--- config.mk ---
export PLATFORM = sky130hd
export DESIGN_NAME = mem_arbiter
export DESIGN_NICKNAME = d
export VERILOG_FILES = /design/src/rtl/mem_arbiter_pkg.sv /design/src/rtl/mem_arb_rr.sv /design/src/rtl/mem_arbiter.sv
export SDC_FILE = /design/constraint.sdc
export NUM_CORES = 1
export LEC_CHECK = 0
export ABC_AREA = 0
export ABC_CLOCK_PERIOD_IN_PS = 2050
export CAP_MARGIN = 20
export CELL_PAD_IN_SITES_DETAIL_PLACEMENT = 1
export CELL_PAD_IN_SITES_GLOBAL_PLACEMENT = 1
export CORE_MARGIN = 2
export CORE_UTILIZATION = 25
export CTS_BUF_LIST = sky130_fd_sc_hd__clkbuf_8
export CTS_CLUSTER_SIZE = 10
export DETAILED_ROUTE_END_ITERATION = 16
export PLACE_DENSITY = 0.85
export SLEW_MARGIN = 20
export SYNTH_ARGS = -nofsm -noshare
export SYNTH_HDL_FRONTEND = slang
export SYNTH_HIERARCHICAL = 1
export SYNTH_SLANG_ARGS = --single-unit
--- constraint.sdc ---
create_clock -name clk_i -period 2.05 [get_ports clk_i]
set_input_delay 0.5125 -clock clk_i [delete_from_list [all_inputs] [get_ports clk_i]]
set_output_delay 0.5125 -clock clk_i [all_outputs]
set_load 0.1 [all_outputs]
--- src/rtl/mem_arbiter_pkg.sv ---
// Shared types and constants for the two-port memory arbiter in front of mem_control.
package mem_arbiter_pkg;

  localparam logic [1:0] MEM_ACCESS_BYTE = 2'b00;
  localparam logic [1:0] MEM_ACCESS_HALF = 2'b01;
  localparam logic [1:0] MEM_ACCESS_WORD = 2'b10;

  localparam logic MEM_OWNER_FETCH = 1'b0;
  localparam logic MEM_OWNER_DATA  = 1'b1;

  typedef enum logic [1:0] {
    ST_IDLE  = 2'd0,
    ST_ISSUE = 2'd1,
    ST_HOLD  = 2'd2
  } arb_state_t;

  typedef struct packed {
    logic        owner;
    logic        we;
    logic [1:0]  acc;
    logic        sext;
    logic [31:0] addr;
    logic [31:0] wdata;
    logic        err;
  } mem_cmd_t;

  function automatic logic misaligned(input logic [1:0] acc, input logic [1:0] lsb);
    logic bad;
    bad = 1'b0;
    if (acc == MEM_ACCESS_HALF) bad = lsb[0];
    else if (acc == MEM_ACCESS_WORD) bad = (lsb != 2'b00);
    return bad;
  endfunction

endpackage

--- src/rtl/mem_arb_rr.sv ---
// Combinational 2-way round-robin picker; on a tie the port that did not win last time gets the grant.
module mem_arb_rr
  import mem_arbiter_pkg::*;
(
  input  logic req_fetch,
  input  logic req_data,
  input  logic last,
  input  logic en,
  output logic gnt_fetch,
  output logic gnt_data
);

  always_comb begin
    gnt_fetch = 1'b0;
    gnt_data  = 1'b0;
    if (en) begin
      if (req_fetch && req_data) begin
        gnt_data  = (last == MEM_OWNER_FETCH);
        gnt_fetch = (last == MEM_OWNER_DATA);
      end else begin
        gnt_fetch = req_fetch;
        gnt_data  = req_data;
      end
    end
  end

endmodule

--- src/rtl/mem_arbiter.sv ---
// Shares mem_control between instruction fetch and load/store, one checked access per 2-cycle slot
// (grant, issue, hold/response).
module mem_arbiter
  import mem_arbiter_pkg::*;
#(
  parameter logic [31:0] MAP_ZERO = 32'h0,
  parameter int unsigned ROWS     = 512
) (
  input  logic        clk_i,
  input  logic        rstn_i,
  input  logic        if_req_i,
  input  logic [31:0] if_addr_i,
  output logic        if_gnt_o,
  output logic        if_rvalid_o,
  output logic [31:0] if_rdata_o,
  output logic        if_err_o,
  input  logic        d_req_i,
  input  logic        d_we_i,
  input  logic [1:0]  d_acc_i,
  input  logic        d_sext_i,
  input  logic [31:0] d_addr_i,
  input  logic [31:0] d_wdata_i,
  output logic        d_gnt_o,
  output logic        d_rvalid_o,
  output logic        d_wack_o,
  output logic [31:0] d_rdata_o,
  output logic        d_err_o,
  output logic        mem_sext_o,
  output logic        mem_r_en_o,
  output logic [1:0]  mem_acc_r_o,
  output logic [31:0] mem_addr_r_o,
  input  logic [31:0] mem_data_r_i,
  output logic        mem_wr_en_o,
  output logic [1:0]  mem_acc_w_o,
  output logic [31:0] mem_addr_w_o,
  output logic [31:0] mem_data_w_o,
  input  logic        mem_wr_ready_i
);

  localparam logic [32:0] SPAN = 33'(ROWS) << 2;

  arb_state_t state, state_next;
  mem_cmd_t   cmd, cmd_load;
  logic       mem_up;
  logic       last;
  logic       gnt_fetch, gnt_data, grant, grant_en;
  logic       cmd_active, cmd_read, cmd_write, if_resp, d_resp;

  // Offset from MAP_ZERO in 34 bits: the top bit catches addresses below the base,
  // and the 33-bit compare keeps MAP_ZERO+4*ROWS from wrapping.
  function automatic logic out_of_range(input logic [31:0] a);
    logic [33:0] off;
    off = {2'b00, a} - {2'b00, MAP_ZERO};
    return off[33] || (off[32:0] >= SPAN);
  endfunction

  assign grant_en = mem_up && ((state == ST_IDLE) || (state == ST_HOLD));
  assign grant    = gnt_fetch || gnt_data;
  assign if_gnt_o = gnt_fetch;
  assign d_gnt_o  = gnt_data;

  mem_arb_rr u_rr (
    .req_fetch (if_req_i),
    .req_data  (d_req_i),
    .last      (last),
    .en        (grant_en),
    .gnt_fetch (gnt_fetch),
    .gnt_data  (gnt_data)
  );

  always_comb begin
    cmd_load       = '0;
    cmd_load.owner = MEM_OWNER_FETCH;
    cmd_load.acc   = MEM_ACCESS_WORD;
    cmd_load.addr  = if_addr_i;
    cmd_load.err   = misaligned(MEM_ACCESS_WORD, if_addr_i[1:0]) || out_of_range(if_addr_i);
    if (gnt_data) begin
      cmd_load.owner = MEM_OWNER_DATA;
      cmd_load.we    = d_we_i;
      cmd_load.acc   = d_acc_i;
      cmd_load.sext  = d_sext_i;
      cmd_load.addr  = d_addr_i;
      cmd_load.wdata = d_wdata_i;
      cmd_load.err   = misaligned(d_acc_i, d_addr_i[1:0]) || out_of_range(d_addr_i);
    end
  end

  always_comb begin
    state_next = state;
    unique case (state)
      ST_IDLE:  if (grant) state_next = ST_ISSUE;
      ST_ISSUE: state_next = ST_HOLD;
      ST_HOLD:  state_next = grant ? ST_ISSUE : ST_IDLE;
      default:  state_next = ST_IDLE;
    endcase
  end

  // mem_up stays low until mem_control first reports ready, so nothing is granted into its reset.
  always_ff @(posedge clk_i) begin
    if (!rstn_i) begin
      state  <= ST_IDLE;
      last   <= MEM_OWNER_FETCH;
      mem_up <= 1'b0;
      cmd    <= '0;
    end else begin
      state <= state_next;
      if (mem_wr_ready_i) mem_up <= 1'b1;
      if (grant) begin
        cmd  <= cmd_load;
        last <= cmd_load.owner;
      end
    end
  end

  assign cmd_active = (state != ST_IDLE);
  assign cmd_read   = cmd_active && !cmd.we;
  assign cmd_write  = cmd_active && cmd.we;

  assign mem_r_en_o   = cmd_read && !cmd.err;
  assign mem_sext_o   = cmd_read && cmd.sext;
  assign mem_acc_r_o  = cmd_read ? cmd.acc  : 2'b00;
  assign mem_addr_r_o = cmd_read ? cmd.addr : 32'h0;

  assign mem_wr_en_o  = cmd_write && !cmd.err && (state == ST_ISSUE);
  assign mem_acc_w_o  = cmd_write ? cmd.acc   : 2'b00;
  assign mem_addr_w_o = cmd_write ? cmd.addr  : 32'h0;
  assign mem_data_w_o = cmd_write ? cmd.wdata : 32'h0;

  assign if_resp = (state == ST_HOLD) && (cmd.owner == MEM_OWNER_FETCH);
  assign d_resp  = (state == ST_HOLD) && (cmd.owner == MEM_OWNER_DATA);

  assign if_rvalid_o = if_resp;
  assign if_err_o    = if_resp && cmd.err;
  assign if_rdata_o  = (if_resp && !cmd.err) ? mem_data_r_i : 32'h0;

  assign d_rvalid_o = d_resp && !cmd.we;
  assign d_wack_o   = d_resp && cmd.we;
  assign d_err_o    = d_resp && cmd.err;
  assign d_rdata_o  = (d_resp && !cmd.we && !cmd.err) ? mem_data_r_i : 32'h0;

  wr_ready_a: assert property (@(posedge clk_i) disable iff (!rstn_i) mem_wr_en_o |-> mem_wr_ready_i);

endmodule

# --- Word level (Yosys, flattened, before mapping) ---
# Cells that the tools add are included.
# W data, S select, Z words.
word_totals:
  wordCells: 61
  inputBits: 137
  register_bits: 73
  out_inout_bits: 174
op_classes:
  muxes: 18
  n_lt_le_gt_ge: 2
  reduce_logical: 26
  bitwise: 1
  n_eq_ne: 5
ops:
  columns: ["op", "count"]
  rows:
  - ["$mux W32", 5]
  - ["$mux W70", 1]
  - ["$ge A32 B12 Y1 const B", 2]
  - ["$logic_and A1 B1 Y1", 16]
  - ["$mux W1", 8]
  - ["$mux W2", 3]
  - ["$pmux W2 S3", 1]
  - ["$reduce_bool A2 Y1", 3]
  - ["$eq A2 B1 Y1 const B", 2]
  - ["$eq A2 B2 Y1 const B", 2]
  - ["$logic_or A1 B1 Y1", 4]
  - ["$logic_not A1 Y1", 2]
  - ["$logic_not A2 Y1", 1]
  - ["$ne A2 B2 Y1 const B", 1]
  - ["$not A1 Y1", 1]

# --- Longest topological paths before layout ---
# Gate-level depths: netlist of run 1.
logic_depth:
  depth_word: 7
  depth_mapped: 9
  mapped_depth_nobuf: 7

# --- By module ---
# The synthesis of run 1 kept the hierarchy.
by_module_without_submodules:
  columns: ["mod", "area_each_um2", "instances", "cells_per_inst"]
  rows:
  - ["mem_arbiter", 4571.9, 1, 569]
  - ["mem_arb_rr", 21.3, 1, 5]

# --- Least setup slack after synthesis of run 1 ---
# OpenSTA, ideal clock, no wires.
synth_path:
  kind: "register to output"
  from: "register cmd[68] (netlist name)"
  to: "output mem_wr_en_o"
  arrival_ns: 3.646
  path_stages_with_launch: 3
  t_required_ns: 1.537
  path_slack_ns: -2.109
  path_cell_list: "dfxtp_1 > inv_2 > nor4b_1"
synth_via:
  elab_chain_len: 3
synth_lines:
  columns: ["element", "line_no", "source"]
  rows:
  - ["start: declaration", "mem_arbiter.sv:43", "mem_cmd_t cmd, cmd_load;"]
  - ["start signal: assignment", "mem_arbiter.sv:109", "cmd <= cmd_load;"]
  - ["$logic_and A1 B1 Y1", "mem_arbiter.sv:117", "assign cmd_write = cmd_active && cmd.we;"]
  - ["$logic_and A1 B1 Y1 (2 in series)", "mem_arbiter.sv:124", "assign mem_wr_en_o = cmd_write && !cmd.err && (state == ST_ISSUE);"]
  - ["end: declaration", "mem_arbiter.sv:33", "output logic mem_wr_en_o,"]
# Every way passes these cells.

# --- Final worst setup path of run 1 ---
layout_path:
  from: "register state[1]"
  to: "output if_rdata_o[27]"
layout_via:
  elab_chain_len: 4
layout_lines:
  columns: ["element", "line_no", "source"]
  rows:
  - ["start: declaration", "mem_arbiter.sv:42", "arb_state_t state, state_next;"]
  - ["start signal: assignment", "mem_arbiter.sv:106", "state <= state_next;"]
  - ["$eq A2 B2 Y1", "mem_arbiter.sv:129", "assign if_resp = (state == ST_HOLD) && (cmd.owner == MEM_OWNER_FETCH);"]
  - ["$logic_and A1 B1 Y1", "mem_arbiter.sv:129", null]
  - ["$logic_and A1 B1 Y1", "mem_arbiter.sv:134", "assign if_rdata_o = (if_resp && !cmd.err) ? mem_data_r_i : 32'h0;"]
  - ["$mux W32", "mem_arbiter.sv:134", null]
  - ["end: declaration", "mem_arbiter.sv:15", "output logic [31:0] if_rdata_o,"]
# Every way passes these cells.

==> results.tsv, run 1 <==
metric	value	unit
layout cell share with drive strength beyond 1	47.25	%
initial antenna violation count	4	
Mapped Nets	711	
CTS tree	done	
area grow syn2layout	133.6	%
Root Driver	clkbuf_8	
Mapped Cells	574	
max-cap viol count	0	
EDFF count, synth	0	
count leader, synth	and2_1	
unrepaired setup endpoints after global routing	true	
CP startpoint	state[1]	
critical path's slowest cell	dfxtp_4	
arrival time worst endpoint	1750	ps
DIE WIDTH	139.5	um
I/O pin cnt	311	
First-pass DRT Iterations	4	
final core occ	59.52	%
Die Span Y	139.5	um
CTS buffer count	9	
Setup crit end kind	primary output	
initial drt markers	199	
final setup vio count	169	
Nets	1040	
crit-path cells	nor3b_4 -> buf_6 -> clkbuf_16 -> and3_4 -> buf_12	
H-Tree Depth	3	
Hold Path Class	flop to flop	
total track usage	23.34	%
status	complete, but fails checks	
Port Buf Inserts	310	
Layout Skew	11.19	ps
R2R depth	9	
fmax	442.0	MHz
CP Max Fanout	5	
Post-Syn Area	4593	sq um
#FFs+latches synth	73	
die footprint	19470	sq um
post-detailed-route via-to-cell ratio	4.780	
Tcrit/Tclk final	110.4	%
r2r setup slk	70	ps
Final Hold Vio Count	0	
Detail Route Antenna Nets	0	
reg2reg start	state[0]	
sequential area share after synthesis	31.82	%
share of the synthesized area in the top cell type	31.82	%
Ys Warns	6	
sequential cell area	1478	sq um
Congestion Overflow GR	0	
Primary FF master, synth	dfxtp_1	
maximum clock path buffer count	2	
Post-route DRC	0	
Critical Path Sink	if_rdata_o[27]	
post-synthesis compound-gate area fraction	8.635	%
pin count of the biggest net entering global routing	43	
Core ar.	18020	sq um
first-pass GRT wire length	35.50	mm
Fillers	1872	
hpwl dp	18.48	mm
reg-to-reg critical path endpoint	cmd[29]	
placed instance area	10160	sq um
Synth area leader	dfxtp_1	
post-synthesis mux area share	6.974	%
final WL	24.52	mm
Slew HR	73.54	%
Yosys cell types	35	
top cells by area, synth	dfxtp_1 32%, and2_1 23%, mux2i_1 7.0%	
CP Launch Type	flop	
Hold Buf Count CTS	0	
synthesized area per cell	8.002	sq um
Initial Util	25.48	%
slowest stage delay, CP	390	ps
Synth Area in XOR/XNOR	0	%
clk sinks	73	
Post-Synth Simple-Gate Area	46.25	%
failing checks	setup timing	
Crit path required time	1540	ps
number of global-route vias before repair	6078	
worst slew pin tran	393.3	ps
Worst VDD drop	230.9	uV
clock slew at reported path FFs	70	ps
worst setup margin	-212.3	ps
Leakage Power	4.178	nW
critical path type	flop to primary output	
Clock Latency Late Sink	360	ps
post-route cell area	10730	sq um
asr flop ratio synth	0	%
Post-synth top cells	166 x and2_1, 73 x dfxtp_1, 37 x a21oi_1, 37 x nand2_1, 37 x nor2b_1	
area of the multi-input gates	3216	sq um
Slew Viols, Final	0	
DR WL/cell	21.49	um
Via Count	5454	
FP Rows	49	
Synth Area in Adders	0	%
power density cells	369.0	nW/um^2
largest family of logic cells by synthesized area	simple AND/OR/NAND/NOR gates	
Routability Congestion	0.7764	
Place WS	-240.4	ps
minimum clock period	2262	ps
registers in the layout, summed over array words and instances (netlist names):
| name | count |
|---|---|
| mem_up | 1 |
| state | 2 |
| cmd | 69 |
| last | 1 |
where the power goes:
part / internal, W / switching [W] / leakage, nW
clock: 0.000653 / 0.000572 / 0.115
sequential: 0.00149 / 0.0000646 / 0.598
combinational: 0.000587 / 0.000591 / 3.46
total: 0.00273 / 0.00123 / 4.18
how the worst min path moves through the flow:
stage            from      to  cells after the start
3_3_place_gp   mem_up  mem_up                      1
6_report       mem_up  mem_up                      1
5_1_grt        mem_up  mem_up                      1
3_5_place_dp   mem_up  mem_up                      1
2_1_floorplan  mem_up  mem_up                      1
4_1_cts        mem_up  mem_up                      1
through the flow:
stage	hold WS [ps]	std cells	total power, W	setup TNS (ps)
3_5_place_dp	468.7	1107	0.002705	-8667
4_1_cts	490.9	1132	0.003979	-21870
3_3_place_gp	462.7	1107	0.002660	-6885
5_1_grt	521.6	1141	0.004135	-34440
2_1_floorplan	432.6	574	0.002097	-1069
6_report	486.6	1141	0.003959	-19660
metal layers:
metal | up-vias | share of wire [%] | global-route usage [%]
met5 | - | 0 | 0
met4 | 0 | 3.4 | 8.579
met3 | 42 | 5.4 | 5.299
met2 | 215 | 54 | 44.66
met1 | 2630 | 37 | 24.85
li1 | 2567 | - | -
cell families (layout without fill, tap and decap cells):
| family | Yosys count | count (layout) |
|---|---|---|
| AO/OA/AOI/OAI | 76 | 76 |
| buffers and inverters | 53 | 387 |
| flip-flops | 73 | 73 |
| multiplexers | 32 | 32 |
| other | 0 | 4 |
| AND/OR/NAND/NOR | 340 | 340 |
layout by cell type, fill, tap and decap left out, drive strengths merged, types with 2 or more instances in the layout:
cell type | Yosys | layout
a21oi | 37 | 37
and2 | 166 | 166
and3 | 32 | 32
buf | 29 | 230
clkbuf | 21 | 15
clkdlybuf4s50 | 0 | 133
dfxtp | 73 | 73
diode | 0 | 4
dlygate4sd2 | 0 | 2
inv | 3 | 5
mux2i | 32 | 32
nand2 | 37 | 37
nand2b | 2 | 2
nand4 | 2 | 2
nor2 | 11 | 11
nor2b | 37 | 37
nor3 | 4 | 4
nor3b | 36 | 36
nor4 | 9 | 9
nor4b | 2 | 2
o21a | 2 | 2
o21ai | 33 | 33
timing repair:
action | in CTS | in global routing
endpoints found under the hold margin | 0 | 0
cloned | 2 | 3
gates resized for setup | 39 | 18
setup buffers | 7 | 3
setup endpoints to repair | 172 | 172
pin swaps | 3 | 8
worst max-delay path: cells and delay by family (launching register included):
| kind | cells | cell delay [ps] |
|---|---|---|
| buffers and inverters | 3 | 520 |
| AND/OR/NAND/NOR | 2 | 490 |
| flip-flops | 1 | 390 |
final cells by class:
class | instances | share of cell area [%]
clock inverters | 4 | 0.3965
flip-flops and latches | 73 | 13.77
clock buffers | 12 | 1.540
repair buffers | 368 | 51.45
inverters | 3 | 0.1050
well taps | 229 | 2.671
diodes | 4 | 0.09331
multi-input cells | 448 | 29.97
Power figures use the tool's default switching activity.
==> run 2, diff against run 1 <==
==> constraint.sdc (replaced) <==
create_clock -name clk_i -period 2.05 [get_ports clk_i]
set_input_delay 0.5125 -clock clk_i [delete_from_list [all_inputs] [get_ports clk_i]]
set_output_delay 0.5125 -clock clk_i [all_outputs]
set_load 0.005 [all_outputs]
==> run 2 against run 1 <==
The run still ends with setup timing left. Clock-buffer cell count shrank 1. Combinational power shrank 30%. Largest cell class unchanged. Fmax shrank 2.7%. Sequential cell count is the same. Core utilization shrank 10 points.
==> results.tsv, run 2 (same netlist as run 1, synthesis figures left out) <==
metric	value	unit	change
status	complete, but fails checks		unchanged
failing checks	setup timing		unchanged
Setup crit end kind	primary output		unchanged
arrival time worst endpoint	1810	ps	was 1750 ps
H-Tree Depth	3		unchanged
slowest stage delay, CP	500	ps	was 390 ps
die footprint	19470	sq um	unchanged
Worst VDD drop	225.1	uV	was 230.9 uV
Core ar.	18020	sq um	unchanged
total power	0.003429	W	was 0.003959 W
CTS tree	done		unchanged
CP Launch Type	flop		unchanged
crit-path leading delay family	buffers and inverters		unchanged
Tcrit/Tclk final	113.4	%	was 110.4%
max-cap viol count	0		unchanged
hpwl dp	14.84	mm	was 18.48 mm
Hold Buf Count CTS	0		unchanged
DIE WIDTH	139.5	um	unchanged
number of global-route vias before repair	5579		was 6078
Routability Congestion	0.7780		was 0.7764
Largest regs	cmd (69), state (2)		unchanged
Largest Register	cmd		unchanged
crit-path cells	buf_6 -> nor2_4 -> buf_12 -> and2_1 -> clkdlybuf4s50_1		was nor3b_4 -> buf_6 -> clkbuf_16 -> and3_4 -> buf_12
maximum clock path buffer count	2		unchanged
final core occ	49.47	%	was 59.52%
critical path's slowest cell	clkdlybuf4s50_1		was dfxtp_4
Detail Route Antenna Nets	0		unchanged
final setup vio count	89		was 169
Post-route DRC	0		unchanged
Nets	1046		was 1040
Layout Skew	8.500	ps	was 11.19 ps
Initial Util	25.48	%	unchanged
worst slew pin tran	377.2	ps	was 393.3 ps
critical path type	flop to primary output		unchanged
Clock Latency Late Sink	350	ps	was 360 ps
CTS buffer count	9		unchanged
Final Hold Vio Count	0		unchanged
initial drt markers	162		was 199
power density cells	384.6	nW/um^2	was 369.0 nW/um^2
Hold Path Class	flop to flop		unchanged
clk sinks	73		unchanged
placed instance area	8056	sq um	was 10160 sq um
Root Driver	clkbuf_8		unchanged
unrepaired setup endpoints after global routing	true		unchanged
area grow syn2layout	94.14	%	was 133.6%
first-pass GRT wire length	30.72	mm	was 35.50 mm
DR WL/cell	19.13	um	was 21.49 um
clock slew at reported path FFs	80	ps	was 70 ps
minimum clock period	2324	ps	was 2262 ps
Congestion Overflow GR	0		unchanged
Leakage Power	4.723	nW	was 4.178 nW
Die Span Y	139.5	um	unchanged
Crit path required time	1540	ps	about the same
initial antenna violation count	1		was 4
Fillers	2097		was 1872
Port Buf Inserts	310		unchanged
I/O pin cnt	311		unchanged
most common cell after layout, fill and taps aside	clkdlybuf4s50_1		was buf_12
worst path bufs/invs	3		unchanged
Slew HR	74.62	%	was 73.54%
Antenna diodes	0		was 4
layout cell share with drive strength beyond 1	32.24	%	was 47.25%
Place WS	-270.0	ps	was -240.4 ps
FP Rows	49		unchanged
final WL	21.83	mm	was 24.52 mm
Via Count	5384		was 5454
First-pass DRT Iterations	4		unchanged
Slew Viols, Final	0		unchanged
fmax	430.3	MHz	was 442.0 MHz
Hold Slack	491.7	ps	was 486.6 ps
CP Max Fanout	25		was 5
Largest register FFs	69		unchanged
most frequent cells in the layout	138 x clkdlybuf4s50_1, 100 x and2_1, 72 x buf_6		was 182 x buf_12, 133 x clkdlybuf4s50_1, 120 x and2_2
pin count of the biggest net entering global routing	74		was 43
post-route cell area	8917	sq um	was 10730 sq um
total track usage	19.83	%	was 23.34%
post-detailed-route via-to-cell ratio	4.719		was 4.780
worst setup margin	-274.1	ps	was -212.3 ps
[run 2: cell count changes in the layout (fill, tap and decap cells not counted), moves of 41 or more]
cell            delta
and2_2           -120
clkbuf_2          +41
dlymetal6s2s_1    +57
buf_12           -167
buf_6             +65
and2_4            +57
and2_1            +63
[run 2: worst paths after layout]
| path | start | end | slack (ps) | cells after the start |
|---|---|---|---|---|
| worst min-delay path | mem_up | mem_up | 490 | 1 |
| worst min register to register | mem_up | mem_up | 490 | 1 |
| worst max register to register | state[0] | cmd[40] | 60 | 10 |
| worst max-delay path | cmd[68] | mem_addr_r_o[22] | -270 | 5 |
[run 2: metal layers]
layer | global-route usage [%] | vias to the layer above | wire length (um)
met4 | 6.789 | 0 | 547
met3 | 4.577 | 34 | 1087
met1 | 22.47 | 2566 | 8777
li1 | - | 2577 | -
met5 | 0 | - | 0
met2 | 36.48 | 207 | 11420
[run 2: layout make-up]
type | instances | area (sq um) | area share (%)
repair buffers | 374 | 3928 | 44.04
multi-input cells | 448 | 3054 | 34.25
flip-flops and latches | 73 | 1475 | 16.54
well taps | 229 | 286.5 | 3.213
clock buffers | 11 | 151.4 | 1.698
clock inverters | 3 | 11.26 | 0.1263
inverters | 3 | 11.26 | 0.1263
[run 2: timing repair]
item | in CTS | in global routing
endpoints found under the setup margin | 174 | 174
setup buffers | 9 | 18
pin swaps | 1 | 37
cloned | 1 | 9
gates resized for setup | 194 | 379
[run 2: through the flow]
step / TNS [ps] / instances
after floorplan: 0 / 574
after global placement: -17450 / 1092
after detailed placement: -22520 / 1092
after CTS: -41950 / 1116
after global routing: -20820 / 1141
final: -13730 / 1141
[run 2: report_power, final]
part	switching (W)	leakage, nW	internal, W	total (W)
logic	0.000336	4.03	0.000496	0.000831
registers	0.0000589	0.598	0.00149	0.00155
clock network	0.000566	0.0951	0.000481	0.00105
total	0.000961	4.72	0.00247	0.00343
==> run 3, diff against run 2 <==
--- a/config.mk
+++ b/config.mk
@@ -16,6 +16,7 @@
 export CTS_CLUSTER_SIZE = 10
 export DETAILED_ROUTE_END_ITERATION = 16
 export PLACE_DENSITY = 0.85
+export RECOVER_POWER = 100
 export SLEW_MARGIN = 20
 export SYNTH_ARGS = -nofsm -noshare
 export SYNTH_HDL_FRONTEND = slang
==> run 3 against run 2 <==
The run still ends with setup timing left. Largest power group unchanged. Cell count is the same. Clock skew is essentially flat. Global-route usage is the same. Non-clock buffer count is the same. Worst hold slack is essentially flat. Wire length is essentially flat. Sequential share of layout area is essentially flat. Critical endpoint unchanged. Highest routed layer unchanged. Core utilization shrank 0.15 points. Sequential cell count is the same. Sequential power is essentially flat. Design area shrank 0.29%. Register-to-register slack lost 70 ps.
==> results.tsv, run 3 (same netlist as run 1, synthesis figures left out) <==
metric	value	unit	change
max-cap viol count	0		unchanged
reg-to-reg critical path endpoint	state[0]		was cmd[40]
Tcrit/Tclk final	113.4	%	about the same
Routability Congestion	0.7780		unchanged
clk sinks	73		unchanged
r2r setup slk	-10	ps	was 60 ps
Hold Path Class	flop to flop		unchanged
critical path type	flop to primary output		unchanged
Largest register FFs	69		unchanged
Leakage Power	4.715	nW	was 4.723 nW
minimum clock period	2324	ps	about the same
final core occ	49.33	%	was 49.47%
CP Max Fanout	25		unchanged
First-pass DRT Iterations	4		unchanged
Via Count	5366		was 5384
Clock Latency Late Sink	350	ps	about the same
worst slew pin tran	1291	ps	was 377.2 ps
Detail Route Antenna Nets	0		unchanged
Initial Util	25.48	%	unchanged
Int Pwr	0.002463	W	was 0.002469 W
DIE WIDTH	139.5	um	unchanged
Crit path required time	1540	ps	about the same
DR WL/cell	19.12	um	was 19.13 um
I/O pin cnt	311		unchanged
R2R depth	9		was 10
FP Rows	49		unchanged
reg2reg start	state[0]		unchanged
Congestion Overflow GR	0		unchanged
initial drt markers	162		unchanged
slowest stage delay, CP	500	ps	about the same
clock slew at reported path FFs	80	ps	about the same
Largest regs	cmd (69), state (2)		unchanged
Setup crit end kind	primary output		unchanged
Slew Viols, Final	0		unchanged
Antenna diodes	0		unchanged
Post-route DRC	0		unchanged
pin count of the biggest net entering global routing	74		unchanged
Core ar.	18020	sq um	unchanged
initial antenna violation count	1		unchanged
Clock power frac	30.6	%	about the same
maximum clock path buffer count	2		unchanged
failing checks	setup timing		unchanged
most common cell after layout, fill and taps aside	clkdlybuf4s50_1		unchanged
Largest Register	cmd		unchanged
Reg power frac	45.3	%	was 45.2%
post-detailed-route via-to-cell ratio	4.703		was 4.719
hold_sp	mem_up		unchanged
status	complete, but fails checks		unchanged
crit-path leading delay family	buffers and inverters		unchanged
first-pass GRT wire length	30.72	mm	unchanged
CTS buffer count	9		unchanged
hpwl dp	14.84	mm	unchanged
area grow syn2layout	93.57	%	was 94.14%
die footprint	19470	sq um	unchanged
critical path's slowest cell	clkdlybuf4s50_1		unchanged
worst path bufs/invs	3		unchanged
power density cells	384.7	nW/um^2	was 384.6 nW/um^2
most frequent cells in the layout	137 x clkdlybuf4s50_1, 100 x and2_1, 73 x buf_6		was 138 x clkdlybuf4s50_1, 100 x and2_1, 72 x buf_6
net switching power	0.0009574	W	was 0.0009608 W
final setup vio count	91		was 89
Layout Skew	8.548	ps	was 8.500 ps
arrival time worst endpoint	1810	ps	about the same
Net Sw Frac	27.99	%	was 28.02%
Die Span Y	139.5	um	unchanged
Root Driver	clkbuf_8		unchanged
unrepaired setup endpoints after global routing	true		unchanged
Nets	1046		unchanged
Final Hold Vio Count	0		unchanged
number of global-route vias before repair	5579		unchanged
combinational share of power	24.1	%	was 24.2%
H-Tree Depth	3		unchanged
Slew HR	13.91	%	was 74.62%
Hold Crit Endpoint	mem_up		unchanged
Port Buf Inserts	310		unchanged
final WL	21.82	mm	was 21.83 mm
Worst VDD drop	224.9	uV	was 225.1 uV
final setup TNS	-13700	ps	was -13730 ps
total track usage	19.83	%	unchanged
CTS tree	done		unchanged
fmax	430.2	MHz	was 430.3 MHz
worst setup margin	-274.5	ps	was -274.1 ps
layout cell share with drive strength beyond 1	32.24	%	unchanged
crit-path cells	buf_6 -> nor2_4 -> buf_12 -> and2_1 -> clkdlybuf4s50_1		unchanged
CP Launch Type	flop		unchanged
Hold Path Stages	1		unchanged
## run 3: cell count changes in the layout (fill, tap and decap cells not counted), sizes merged
cell           change
clkbuf             +2
buf                -2
clkdlybuf4s50      -1
dlygate4sd3        +1
## run 3: worst register-to-register path: stages, from the launching register on
cell,delay (ps)
dfxtp_4,380
buf_4,130
nor2b_1,110
buf_4,140
nand2_2,70
a21oi_4,120
buf_4,150
buf_6,390
nor2_1,130
nor3b_1,310
## run 3: how the worst max path moves through the flow
| stage | startpoint | endpoint | depth (start not counted) |
|---|---|---|---|
| floorplan | state[0] | cmd[33] | 8 |
| global placement | if_req_i | if_gnt_o | 4 |
| detailed placement | d_req_i | d_gnt_o | 4 |
| CTS | cmd[68] | mem_data_w_o[23] | 5 |
| global route | state[1] | if_rdata_o[9] | 4 |
| finish | cmd[68] | mem_addr_r_o[22] | 5 |
## run 3: per-layer routing
layer	part of all wire, %	track usage [%]
met1	40	22.47
met2	52	36.48
met3	4.9	4.577
met4	2.5	6.789
met5	0	0
## run 3: layout make-up
type                       instances  area, sq um
sequential                        73         1475
multi-input combinational        448         3054
fill                            2100         9134
clock inverter                     3        11.26
clock buffer                      11        151.4
inverter                           3        11.26
timing repair buffer             374         3901
tap                              229        286.5
## run 3: repair_timing
action | in CTS | in global routing
buffers inserted | 9 | 18
setup endpoints to repair | 174 | 174
pin swaps | 1 | 37
gates resized for setup | 194 | 379
cloned | 1 | 9
hold buffers | 0 | 0
## run 3: stage by stage
step                setup slack (ps)  std cells  hold WS, ps  cell area, sq um  total power [W]
floorplan                      407.8        574        432.6              4593         0.001864
global placement              -234.7       1092        470.9              8056         0.002339
detailed placement            -270.0       1092        472.5              8056         0.002362
CTS                           -367.3       1116        489.8              8383         0.003446
global route                  -375.1       1141        522.2              8891         0.003599
finish                        -274.5       1141        491.7              8891         0.003420
## run 3: power groups by stage
stage	registers, W	logic (W)	clock network [W]
final	0.00155	0.000825	0.00105
after global routing	0.00156	0.000898	0.00114
after CTS	0.00155	0.000811	0.00109
after detailed placement	0.00158	0.000782	0
after global placement	0.00158	0.000763	0
after floorplan	0.00156	0.000306	0
